===== src/rtl/serial_sub_sequencer.sv =====
// serial_sub_sequencer: WIDTH-bit A - B computed one nibble per clock through
// an external 4-bit subtractor slice, LSB nibble first, with a start/busy/done
// handshake and accumulated N/Z/C/V flags.
// Optional feature: define SERIAL_SUB_CHAIN_EN to add the 'bin' borrow-in port
// (computes A - B - bin for chaining wider subtractions).
module serial_sub_sequencer #(
   parameter int unsigned WIDTH = 16
) (
   input  logic             clk,
   input  logic             rst_n,
   input  logic             start,
   input  logic [WIDTH-1:0] a,
   input  logic [WIDTH-1:0] b,
`ifdef SERIAL_SUB_CHAIN_EN
   input  logic             bin,
`endif
   output logic             busy,
   output logic             done,
   output logic [WIDTH-1:0] result,
   output logic             n,
   output logic             z,
   output logic             c,
   output logic             v,
   output logic [3:0]       slice_a,
   output logic [3:0]       slice_b,
   output logic             slice_bin,
   input  logic [3:0]       slice_diff,
   input  logic             slice_bout
);

   localparam int unsigned NSLICE = WIDTH / 4;
   localparam int unsigned CW     = (NSLICE > 1) ? $clog2(NSLICE) : 1;

   typedef enum logic [1:0] {
      S_IDLE,
      S_RUN,
      S_DONE
   } state_t;

   state_t           r_state;
   state_t           w_state_nxt;
   logic [WIDTH-1:0] r_a;
   logic [WIDTH-1:0] r_b;
   logic [WIDTH-1:0] r_result;
   logic             r_borrow;
   logic [CW-1:0]    r_cnt;
   logic             r_a_msb;
   logic             r_b_msb;
   logic             r_z_acc;
   logic             r_n;
   logic             r_z;
   logic             r_c;
   logic             r_v;
   logic             w_run;
   logic             w_accept;
   logic             w_last;
   logic             w_borrow_init;
   logic             w_diff_zero;
   logic [WIDTH-1:0] w_result_nxt;

`ifdef SERIAL_SUB_CHAIN_EN
   assign w_borrow_init = bin;
`else
   assign w_borrow_init = 1'b0;
`endif

   assign w_accept     = (r_state == S_IDLE) && start;
   assign w_last       = (r_state == S_RUN) && (r_cnt == CW'(NSLICE - 1));
   assign w_diff_zero  = (slice_diff == 4'd0);
   // New difference nibble enters at the top; after NSLICE shifts the word is aligned.
   assign w_result_nxt = (r_result >> 4) | (WIDTH'(slice_diff) << (WIDTH - 4));

   assign result = r_result;
   assign n      = r_n;
   assign z      = r_z;
   assign c      = r_c;
   assign v      = r_v;

   // State register
   always_ff @(posedge clk or negedge rst_n) begin
      if (!rst_n) begin
         r_state <= S_IDLE;
      end else begin
         r_state <= w_state_nxt;
      end
   end

   // Next-state decode and handshake / slice outputs
   always_comb begin
      w_state_nxt = r_state;
      busy        = 1'b0;
      done        = 1'b0;
      w_run       = 1'b0;
      case (r_state)
         S_IDLE: begin
            if (start) begin
               w_state_nxt = S_RUN;
            end
         end
         S_RUN: begin
            busy  = 1'b1;
            w_run = 1'b1;
            if (w_last) begin
               w_state_nxt = S_DONE;
            end
         end
         S_DONE: begin
            busy        = 1'b1;
            done        = 1'b1;
            w_state_nxt = S_IDLE;
         end
         default: begin
            w_state_nxt = S_IDLE;
         end
      endcase
      slice_a   = w_run ? r_a[3:0] : 4'd0;
      slice_b   = w_run ? r_b[3:0] : 4'd0;
      slice_bin = w_run ? r_borrow : 1'b0;
   end

   // Operand capture, nibble shifting, borrow chain and flag accumulation
   always_ff @(posedge clk or negedge rst_n) begin
      if (!rst_n) begin
         r_a      <= '0;
         r_b      <= '0;
         r_result <= '0;
         r_borrow <= 1'b0;
         r_cnt    <= '0;
         r_a_msb  <= 1'b0;
         r_b_msb  <= 1'b0;
         r_z_acc  <= 1'b0;
         r_n      <= 1'b0;
         r_z      <= 1'b0;
         r_c      <= 1'b0;
         r_v      <= 1'b0;
      end else if (w_accept) begin
         r_a      <= a;
         r_b      <= b;
         r_borrow <= w_borrow_init;
         r_cnt    <= '0;
         r_a_msb  <= a[WIDTH-1];
         r_b_msb  <= b[WIDTH-1];
         r_z_acc  <= 1'b1;
      end else if (r_state == S_RUN) begin
         r_a      <= r_a >> 4;
         r_b      <= r_b >> 4;
         r_result <= w_result_nxt;
         r_borrow <= slice_bout;
         r_cnt    <= r_cnt + CW'(1);
         r_z_acc  <= r_z_acc & w_diff_zero;
         // Flags track the newest nibble; the values left after the last RUN edge are final.
         r_n      <= slice_diff[3];
         r_z      <= r_z_acc & w_diff_zero;
         r_c      <= slice_bout;
         r_v      <= (r_a_msb ^ r_b_msb) & (r_a_msb ^ slice_diff[3]);
      end
   end

endmodule


===== config.mk =====
export PLATFORM = sky130hd
export DESIGN_NAME = serial_sub_sequencer
export DESIGN_NICKNAME = d
export VERILOG_FILES = /design/src/rtl/serial_sub_sequencer.sv
export SDC_FILE = /design/constraint.sdc
export NUM_CORES = 1
export LEC_CHECK = 0
export BUFFER_PORTS_ARGS = -buffer_cell sky130_fd_sc_hd__clkbuf_2
export CORE_AREA = 2 2 72 74
export CTS_CLUSTER_DIAMETER = 30
export DETAILED_ROUTE_END_ITERATION = 7
export DIE_AREA = 0 0 74 76
export PLACE_DENSITY_LB_ADDON = 0.3
export SLEW_MARGIN = 20
export SYNTH_ARGS = -nofsm -noshare
export SYNTH_HDL_FRONTEND = slang
export SYNTH_SLANG_ARGS = --single-unit
export TNS_END_PERCENT = 20

===== constraint.sdc =====
create_clock -name clk -period 3.94 [get_ports clk]
set_input_delay 0.394 -clock clk [delete_from_list [all_inputs] [get_ports clk]]
set_output_delay 0.394 -clock clk [all_outputs]
set_load 0.02 [all_outputs]

* Word level (Yosys, flattened, before mapping) *
Cells that the tools add are included.

word-level totals
  flip-flop bits (word level) = 60
  output and inout bits = 31
  input bits = 40
  word-level logic and storage cells = 52

operators by class
  muxes and demuxes = 19
  eq/ne operators = 5
  $add $sub $neg = 1
  bitwise gates (word level) = 6
  reductions and logical operators = 8

operator list
  kind                   number
  $mux W16               4
  $or A12 B16 Y16        1
  $mux W1                8
  $mux W2                4
  $mux W4                2
  $eq A2 B2 Y1 const B   2
  $logic_not A4 Y1       1
  $ne A2 B2 Y1 const B   2
  $pmux W2 S2            1
  $reduce_and A2 Y1      2
  $add A2 B1 Y2 const B  1
  $and A1 B1 Y1          2
  $eq A2 B1 Y1 const B   1
  $logic_and A1 B1 Y1    2
  $logic_not A2 Y1       1
  $reduce_bool A2 Y1     1
  $reduce_or A2 Y1       1
  $xor A1 B1 Y1          2
  $not A1 Y1             1

* Logic depth before layout (Yosys ltp) *
Gate-level depths: netlist of the first run.

  depth in word-level cells = 4
  depth in mapped cells = 8

* Worst setup path after synthesis of the first run *
Ideal clock, no wire load.

  path type = register to output
  from = reg r_state[1]
  to = out slice_a[3]
  path buffers = 1
  stages on the path, launching flop included = 5
  data required time = 3.546 ns
  slack = 2.402 ns
  arrival time = 1.144 ns
  cell sequence = dfrtp_1 inv_1 ha_1 clkbuf_1 and2_1

between the ends
  cells in the longest elaborated chain, start to end = 3

ends and longest elaborated chain
  element                 RTL line  source
  from (decl)             40        state_t r_state;
  from (signal assigned)  84        r_state <= w_state_nxt;
  $eq A2 B1 Y1            94        case (r_state)
  $mux W1                 94
  $mux W4                 116       slice_a = w_run ? r_a[3:0] : 4'd0;
  to (decl)               24        output logic [3:0] slice_a,

No other way between the ends.

* Worst setup path in the final report of the first run *
Ends and elaborated chain as after synthesis.

==> impl_metrics.ini, run 1 <==
[run_status]
status = finished clean

[sta]
final.setup.tns_ns = 0
final_max_slew_viol_count = 0
setup_slack_ns = 1.49
fin_crit_ns = 2.45
worst_pin_slew_ns = 0.860
skew_ns = 0.00843
hold_violations = 0
fmax_mhz = 408
relSlewSlack_pct = 42.6
report.final.setup_viol = 0
period_share_pct = 62.1
rsz0062_at_grt = false

[clock_tree]
clockRootBuffer = clkbuf_8
cts.sinks = 59
h-tree-depth = 3
cts_inserted_buffers = 9
clockBufferDepth = 2
clk_latency_ns = 0.33
postCtsSetupRepairBufs = 0
postCtsHoldBufs = 0
clkTransAtPathRegs_ns = 0.06
post_cts_resized = 0
tritoncts = built

[layout]
area_growth_pct = 23.9
drive_above_1_share_pct = 37.8
diodes = 0
final_common_cell = clkbuf_2
fin_nets = 340
fin_cells = 369
fillCellCount = 405
final_cell_mix = clkbuf_2 (70), dfrtp_1 (59), nand2_1 (38)

[global_route]
grt.total_usage_pct = 18.7
grt_max_degree = 70
grt-busiest-layer = met2
grtUsageMet3_pct = 4.23
antenna_found_initial = 0
grt_pass1_vias = 1877
met2_usage_pct = 28.7
grt_remaining_overflow = 0
grt_pass1_wl_um = 8130
grt.met1_usage_pct = 24.7

[yosys]
ys_types = 23
syn_inst = 226
ys_ff_latch = 59
syn-cell-area_um2 = 2640
syn_nets = 272
ys_seq_area_share_pct = 55.9
synth_warnings = 0
syn_avg_cell_area_um2 = 11.7

[route]
drtIter0Drc = 125
avgViaCountPerCell = 4.92
wirelength_um = 4760
ant_nets = 0
wl_per_cell_um = 12.9
dr.pass1.iters = 4
vias = 1817
drc = 0

[setup_path]
rr_startpoint = r_state[1]
crit_type = reg2out
required_ns = 3.55
crit_path_cell_trace = inv_1 > ha_2 > buf_4 > and2_1 > clkbuf_2
endpoint_kind = output pin
critPathLaunchType = register
crit_path_max_incr_delay_ns = 0.51
slowest_stage = ha_2
worst_ep_arrival_time_ns = 2.05
r2r.worst_path.cells = 5
regToRegEndpoint = r_state[0]
crit_fanout = 20
r2r_setup_slack_ns = 2.07

[placement]
port_buffers = 70
gp_congestion = 0.767
pre_cts_slack_ns = 1.81
dp_cells = 353
dp_hpwl_um = 3330

[die]
die_area_um2 = 5620
row_count = 26
core_um2 = 4910
die-width_um = 74
start_util_pct = 53.8
die_h_um = 76
pin_count = 71

[pwr]
power_frac_seq_pct = 35.8
netSwitchingPower_w = 0.00104
ir_worst_vdd_uv = 461
sw_frac_of_total_pct = 35.0
intPower_w = 0.00194
p_leak_nw = 1.58
power_frac_clock_pct = 25.0
combinationalPowerShare_pct = 39.3
power_density_nw_per_um2 = 911

[job]
cap_violations = 0

[worst_hold_path]
hold_path_class = in2async
==> area by class of cell <==
| cell class | instances | area [um2] | area share (%) |
|---|---|---|---|
| sequential | 59 | 1480 | 45.1 |
| multi-input combinational | 147 | 1050 | 32.1 |
| timing repair buffer | 72 | 365 | 11.2 |
| clock buffer | 12 | 155 | 4.74 |
| clock inverter | 4 | 120 | 3.67 |
| tap | 70 | 87.6 | 2.68 |
| inverter | 5 | 18.8 | 0.573 |
==> kinds of logic (layout without fill, tap and decap cells) <==
kind of cell	after synthesis	after routing	share of synthesized area, %
flip-flops	59	59	55.9
AND/OR/NAND/NOR	56	56	9.43
buffers and inverters	20	93	4.55
multiplexers	47	47	19.0
AO/OA/AOI/OAI	37	37	7.91
XOR/XNOR	1	1	0.332
adder cells (fa/ha/maj)	6	6	2.84
==> cell usage after synthesis <==
cell type | instances | area (um2)
dfrtp_1 | 59 | 1480
nand2_1 | 38 | 143
o21ai_0 | 31 | 155
mux2i_1 | 27 | 270
mux2_2 | 18 | 203
and2_1 | 10 | 62.6
buf_2 | 6 | 30.0
ha_1 | 6 | 75.1
nor2_1 | 6 | 22.5
buf_6 | 4 | 45.0
inv_1 | 4 | 15.0
clkbuf_1 | 3 | 11.3
a22o_1 | 2 | 17.5
buf_4 | 2 | 15.0
mux2_4 | 2 | 30.0
a21oi_1 | 1 | 5.00
a31oi_1 | 1 | 6.26
inv_2 | 1 | 3.75
nand3b_1 | 1 | 7.51
o22ai_2 | 1 | 12.5
o31ai_2 | 1 | 12.5
or4b_4 | 1 | 13.8
xnor2_1 | 1 | 8.76
==> power by group through the flow <==
stage          Clock, W  Combinational, W  Sequential, W
2_1_floorplan         0          0.000823        0.00116
3_3_place_gp          0           0.00115        0.00107
3_5_place_dp          0           0.00118        0.00108
4_1_cts        0.000756           0.00119        0.00107
5_1_grt        0.000781           0.00130        0.00110
6_report       0.000744           0.00117        0.00107
==> through the flow <==
stage / utilization, % / cell area (um2) / power (W) / hold slack [ns]
floorplan: - / 2640 / 0.00198 / 0.0984
global placement: 61.0 / 3000 / 0.00222 / 0.475
detailed placement: 61.0 / 3000 / 0.00226 / 0.482
CTS: 66.6 / 3270 / 0.00302 / 0.178
global route: 66.6 / 3270 / 0.00318 / 0.222
finish: 66.6 / 3270 / 0.00298 / 0.153
==> worst max-delay path by stage <==
stage,from,endpoint,slack [ns],cells past startpoint
6_report,r_state[1],slice_a[3],1.49,5
5_1_grt,r_state[1],slice_b[2],1.32,5
4_1_cts,r_state[1],slice_a[3],1.46,5
3_5_place_dp,r_state[1],slice_a[3],1.81,5
3_3_place_gp,r_state[1],slice_a[3],1.85,5
2_1_floorplan,r_state[1],slice_a[3],2.40,4
==> critical path, delay by kind of cell, from the launching register on <==
| kind | cells | cell delay, ns |
|---|---|---|
| buf+inv | 3 | 0.67 |
| fa+ha+maj | 1 | 0.51 |
| flops | 1 | 0.37 |
| simple gates | 1 | 0.17 |
==> registers in the layout, summed over array words and instances (netlist names) <==
name / flops
result: 16
r_z_acc: 1
r_state: 2
r_b: 16
z: 1
r_a: 16
v: 1
r_cnt: 2
r_b_msb: 1
r_a_msb: 1
c: 1
r_borrow: 1
==> routing by layer <==
| layer | vias to the layer above | share of wire (%) |
|---|---|---|
| met5 | - | 0 |
| met4 | 0 | 1.7 |
| met3 | 7 | 3.6 |
| met2 | 41 | 48 |
| met1 | 863 | 46 |
| li1 | 906 | - |
Note: power is estimated with default switching activity, not from simulation.
==> run 2, diff against run 1 <==
CORE_AREA = 2 2 78 80   (was 2 2 72 74)
DIE_AREA = 0 0 80 82   (was 0 0 74 76)
clock period = 2.2 ns   (was 3.94 ns; I/O delays follow)
==> impl_metrics.ini, run 2 (synthesis results as in run 1) <==
[run_status]
status = finished clean

[clock_tree]
clockBufferDepth = 2
tritoncts = built
h-tree-depth = 3
cts.sinks = 59
postCtsHoldBufs = 0
post_cts_resized = 0
cts_inserted_buffers = 9
clk_latency_ns = 0.32
clkTransAtPathRegs_ns = 0.06
clockRootBuffer = clkbuf_8
postCtsSetupRepairBufs = 0

[setup_path]
crit_fanout = 38
endpoint_kind = output pin
slowest_stage = dfrtp_1
crit_path_max_incr_delay_ns = 0.38
required_ns = 1.98
crit_family = buffers and inverters
crit_type = reg2out
crit_path_cell_trace = inv_1 > ha_2 > buf_12 > and2_1 > clkbuf_2
worst-path-stages = 5
crit_buf_inv = 3
rr_startpoint = r_state[1]
worst_ep_arrival_time_ns = 1.64
r2r.worst_path.cells = 6
startpoint = r_state[1]
critPathLaunchType = register

[sta]
fmax_mhz = 538
report.final.setup_viol = 0
rsz0062_at_grt = false
fin_hold_ws_ns = 0.0329
relSlewSlack_pct = 51.5
final_max_slew_viol_count = 0
period_share_pct = 84.5
final.setup.tns_ns = 0
worst_pin_slew_ns = 0.728
hold_violations = 0
skew_ns = 0.00331
fin_crit_ns = 1.86

[route]
wl_per_cell_um = 12.8
avgViaCountPerCell = 4.77
ant_nets = 0
wirelength_um = 4820
vias = 1794
drc = 0
drtIter0Drc = 86
dr.pass1.iters = 4

[global_route]
grt_remaining_overflow = 0
grt_pass1_wl_um = 7720
grt_max_degree = 60
grt.total_usage_pct = 15.6
antenna_found_initial = 0
grt_pass1_vias = 1722

[layout]
fillCellCount = 525
final_cell_mix = clkbuf_2 (70), dfrtp_1 (59), nand2_1 (38)
diodes = 0
area_growth_pct = 21.8
fin_nets = 343
drive_above_1_share_pct = 38.2
final_common_cell = clkbuf_2

[pwr]
p_leak_nw = 1.56
ir_worst_vdd_uv = 731
power_density_nw_per_um2 = 1520

[die]
die_area_um2 = 6560
core_um2 = 5750
die_h_um = 82
row_count = 28
die-width_um = 80
pin_count = 71
start_util_pct = 46.0

[placement]
gp_congestion = 0.757
dp_hpwl_um = 3370
port_buffers = 70

[job]
cap_violations = 0

[worst_hold_path]
hold_path_class = in2async
-- run 2: cell types whose count changed in the layout (fill, tap and decap cells not counted), sizes merged --
| cell | before | now |
|---|---|---|
| clkinv | 0 | 2 |
| clkbuf | 82 | 83 |
| buf | 2 | 5 |
| bufinv | 4 | 0 |
-- run 2: final cells by class --
cell class	instances	area, um2	share of cell area [%]
clock inverters	2	10.0	0.311
well taps	75	93.8	2.92
inverters	5	18.8	0.583
multi-input cells	147	1050	32.6
repair buffers	75	400	12.4
flip-flops and latches	59	1480	45.9
clock buffers	13	169	5.25
-- run 2: metal layers --
layer / global-route usage, % / routed length (um) / share of wire, % / vias up
li1: - / - / - / 908
met1: 18.9 / 2180 / 45 / 845
met2: 25.6 / 2330 / 48 / 35
met3: 4.62 / 235 / 4.9 / 6
met4: 7.63 / 83 / 1.7 / 0
met5: 0 / 0 / 0 / -
-- run 2: path summary, 6_finish.rpt --
kind / end / slack (ns)
max: slice_a[1] / 0.34
min: r_a[0] / 0.03
max reg2reg: r_state[0] / 0.44
min reg2reg: z / 0.51
max in group asynchronous: r_state[1] / 1.68
min in group clk: r_b[0] / 0.10
-- run 2: through the flow --
step | area [um2] | power [W] | setup WS (ns) | instances | util (%)
2_1_floorplan | 2640 | 0.00354 | 0.723 | 226 | -
3_3_place_gp | 3040 | 0.00402 | 0.491 | 361 | 52.9
3_5_place_dp | 3040 | 0.00409 | 0.432 | 361 | 52.9
4_1_cts | 3220 | 0.00498 | 0.305 | 376 | 56.0
5_1_grt | 3220 | 0.00527 | 0.236 | 376 | 56.0
6_report | 3220 | 0.00491 | 0.340 | 376 | 56.0
-- run 2: where the power goes --
group,total (W),switching (W),leakage (nW),internal (W)
clock,0.000876,0.000385,0.0953,0.000491
combinational,0.00213,0.00117,0.736,0.000957
sequential,0.00190,0.000290,0.729,0.00161
total,0.00491,0.00184,1.56,0.00306
==> run 3, diff against run 2 <==
CORE_AREA = 2 2 75 77   (was 2 2 78 80)
DIE_AREA = 0 0 77 79   (was 0 0 80 82)
clock period = 1.9 ns   (was 2.2 ns; I/O delays follow)
==> impl_metrics.ini, run 3 (synthesis results as in run 1) <==
[run_status]
status = finished clean

[placement]
pre_cts_slack_ns = 0.228
port_buffers = 70
dp_hpwl_um = 3430
gp_congestion = 0.750

[pwr]
power_frac_seq_pct = 38.8
netSwitchingPower_w = 0.00217
sw_frac_of_total_pct = 37.9
power_frac_clock_pct = 17.5
power_density_nw_per_um2 = 1760
intPower_w = 0.00355
combinationalPowerShare_pct = 43.8
p_leak_nw = 1.57
ir_worst_vdd_uv = 861
power_w = 0.00571

[setup_path]
required_ns = 1.71
regToRegEndpoint = r_b[8]
critPathLaunchType = register
worst_ep_arrival_time_ns = 1.59
startpoint = r_state[1]
r2r_setup_slack_ns = 0.17
rr_startpoint = r_state[1]
endpoint_kind = output pin
r2r.worst_path.cells = 5
crit_fanout = 28
crit_type = reg2out
crit_path_end = slice_bin

[layout]
final_common_cell = clkbuf_2
area_growth_pct = 23.2
fin_util_pct = 60.9
diodes = 0
final_cell_mix = clkbuf_2 (70), dfrtp_1 (59), nand2_1 (38)
fin_nets = 345
drive_above_1_share_pct = 38.8

[clock_tree]
clkTransAtPathRegs_ns = 0.07
postCtsSetupRepairBufs = 0
cts_inserted_buffers = 9
h-tree-depth = 3
clockBufferDepth = 2
tritoncts = built
clockRootBuffer = clkbuf_8
cts.sinks = 59
clk_latency_ns = 0.33

[die]
start_util_pct = 49.5
die_h_um = 79
core_um2 = 5340
pin_count = 71
die-width_um = 77
row_count = 27
die_area_um2 = 6080

[route]
avgViaCountPerCell = 4.84
vias = 1821
dr.pass1.iters = 4
drc = 0
ant_nets = 0
drtIter0Drc = 93
wirelength_um = 4740
wl_per_cell_um = 12.6

[worst_hold_path]
hold_path_class = in2reg

[global_route]
grt_pass1_wl_um = 8200
grt_remaining_overflow = 0
grt.total_usage_pct = 17.3
grt_pass1_vias = 1797
antenna_found_initial = 0
grt_max_degree = 43

[sta]
fmax_mhz = 563
report.final.setup_viol = 0
period_share_pct = 93.5
worst_pin_slew_ns = 0.481
relSlewSlack_pct = 68.0
fin_hold_ws_ns = 0.0620
setup_slack_ns = 0.123
hold_violations = 0
fin_crit_ns = 1.78
final_max_slew_viol_count = 0
skew_ns = 0.00723
rsz0062_at_grt = false
final.setup.tns_ns = 0

[job]
cap_violations = 0
-- run 3: cell count changes in the layout (fill, tap and decap cells not counted) --
cell / previous run / this run
dlygate4sd3_1: 0 / 1
clkbuf_8: 12 / 11
buf_12: 1 / 2
clkinvlp_4: 0 / 1
ha_4: 0 / 1
clkinv_2: 2 / 4
clkbuf_1: 1 / 0
ha_2: 1 / 0
-- run 3: cell type report --
type | count | area (um2)
Fill cell | 489 | 2080
Sequential cell | 59 | 1480
Inverter | 5 | 18.8
Multi-Input combinational cell | 147 | 1060
Clock buffer | 11 | 151
Clock inverter | 5 | 27.5
Tap cell | 72 | 90.1
Timing Repair Buffer | 77 | 430
-- run 3: timing repair --
action / CTS / global route
hold buffers: 1 / 0
gates resized for setup: 0 / 1
endpoints found under the setup margin: 0 / 4
endpoints found under the hold margin: 16 / 0
-- run 3: critical path, cell delays in order (launching register included) --
cell,delay (ns)
dfrtp_1,0.38
inv_1,0.17
ha_4,0.19
buf_12,0.20
and2_1,0.15
clkbuf_2,0.16
-- run 3: stage by stage --
| step | std cells | area [um2] |
|---|---|---|
| floorplan | 226 | 2640 |
| CTS | 376 | 3240 |
| global placement | 359 | 3050 |
| finish | 376 | 3250 |
| global route | 376 | 3250 |
| detailed placement | 359 | 3050 |
-- run 3: worst min path at each step --
| stage | end | startpoint | slack, ns | depth (start not counted) |
|---|---|---|---|---|
| after global placement | r_a[5] | rst_n | 0.15 | 1 |
| final | r_b[2] | b[2] | 0.06 | 3 |
| after CTS | r_b[11] | b[11] | 0.06 | 3 |
| after floorplan | c | rst_n | -0.11 | 0 |
| after detailed placement | r_a[5] | rst_n | 0.15 | 1 |
| after global routing | r_b[2] | b[2] | 0.06 | 3 |
-- run 3: layer usage --
layer | vias up | GRT usage [%] | share of wire (%)
li1 | 914 | - | -
met1 | 863 | 22.2 | 46
met2 | 36 | 28.0 | 48
met3 | 8 | 3.07 | 3.2
met4 | 0 | 9.64 | 2.0
met5 | - | 0 | 0
-- run 3: power groups by stage --
stage	clock network, W	logic (W)	registers [W]
2_1_floorplan	0	0.00171	0.00240
3_3_place_gp	0	0.00247	0.00221
3_5_place_dp	0	0.00252	0.00224
4_1_cts	0.00102	0.00253	0.00222
5_1_grt	0.00110	0.00277	0.00231
6_report	0.000999	0.00250	0.00222
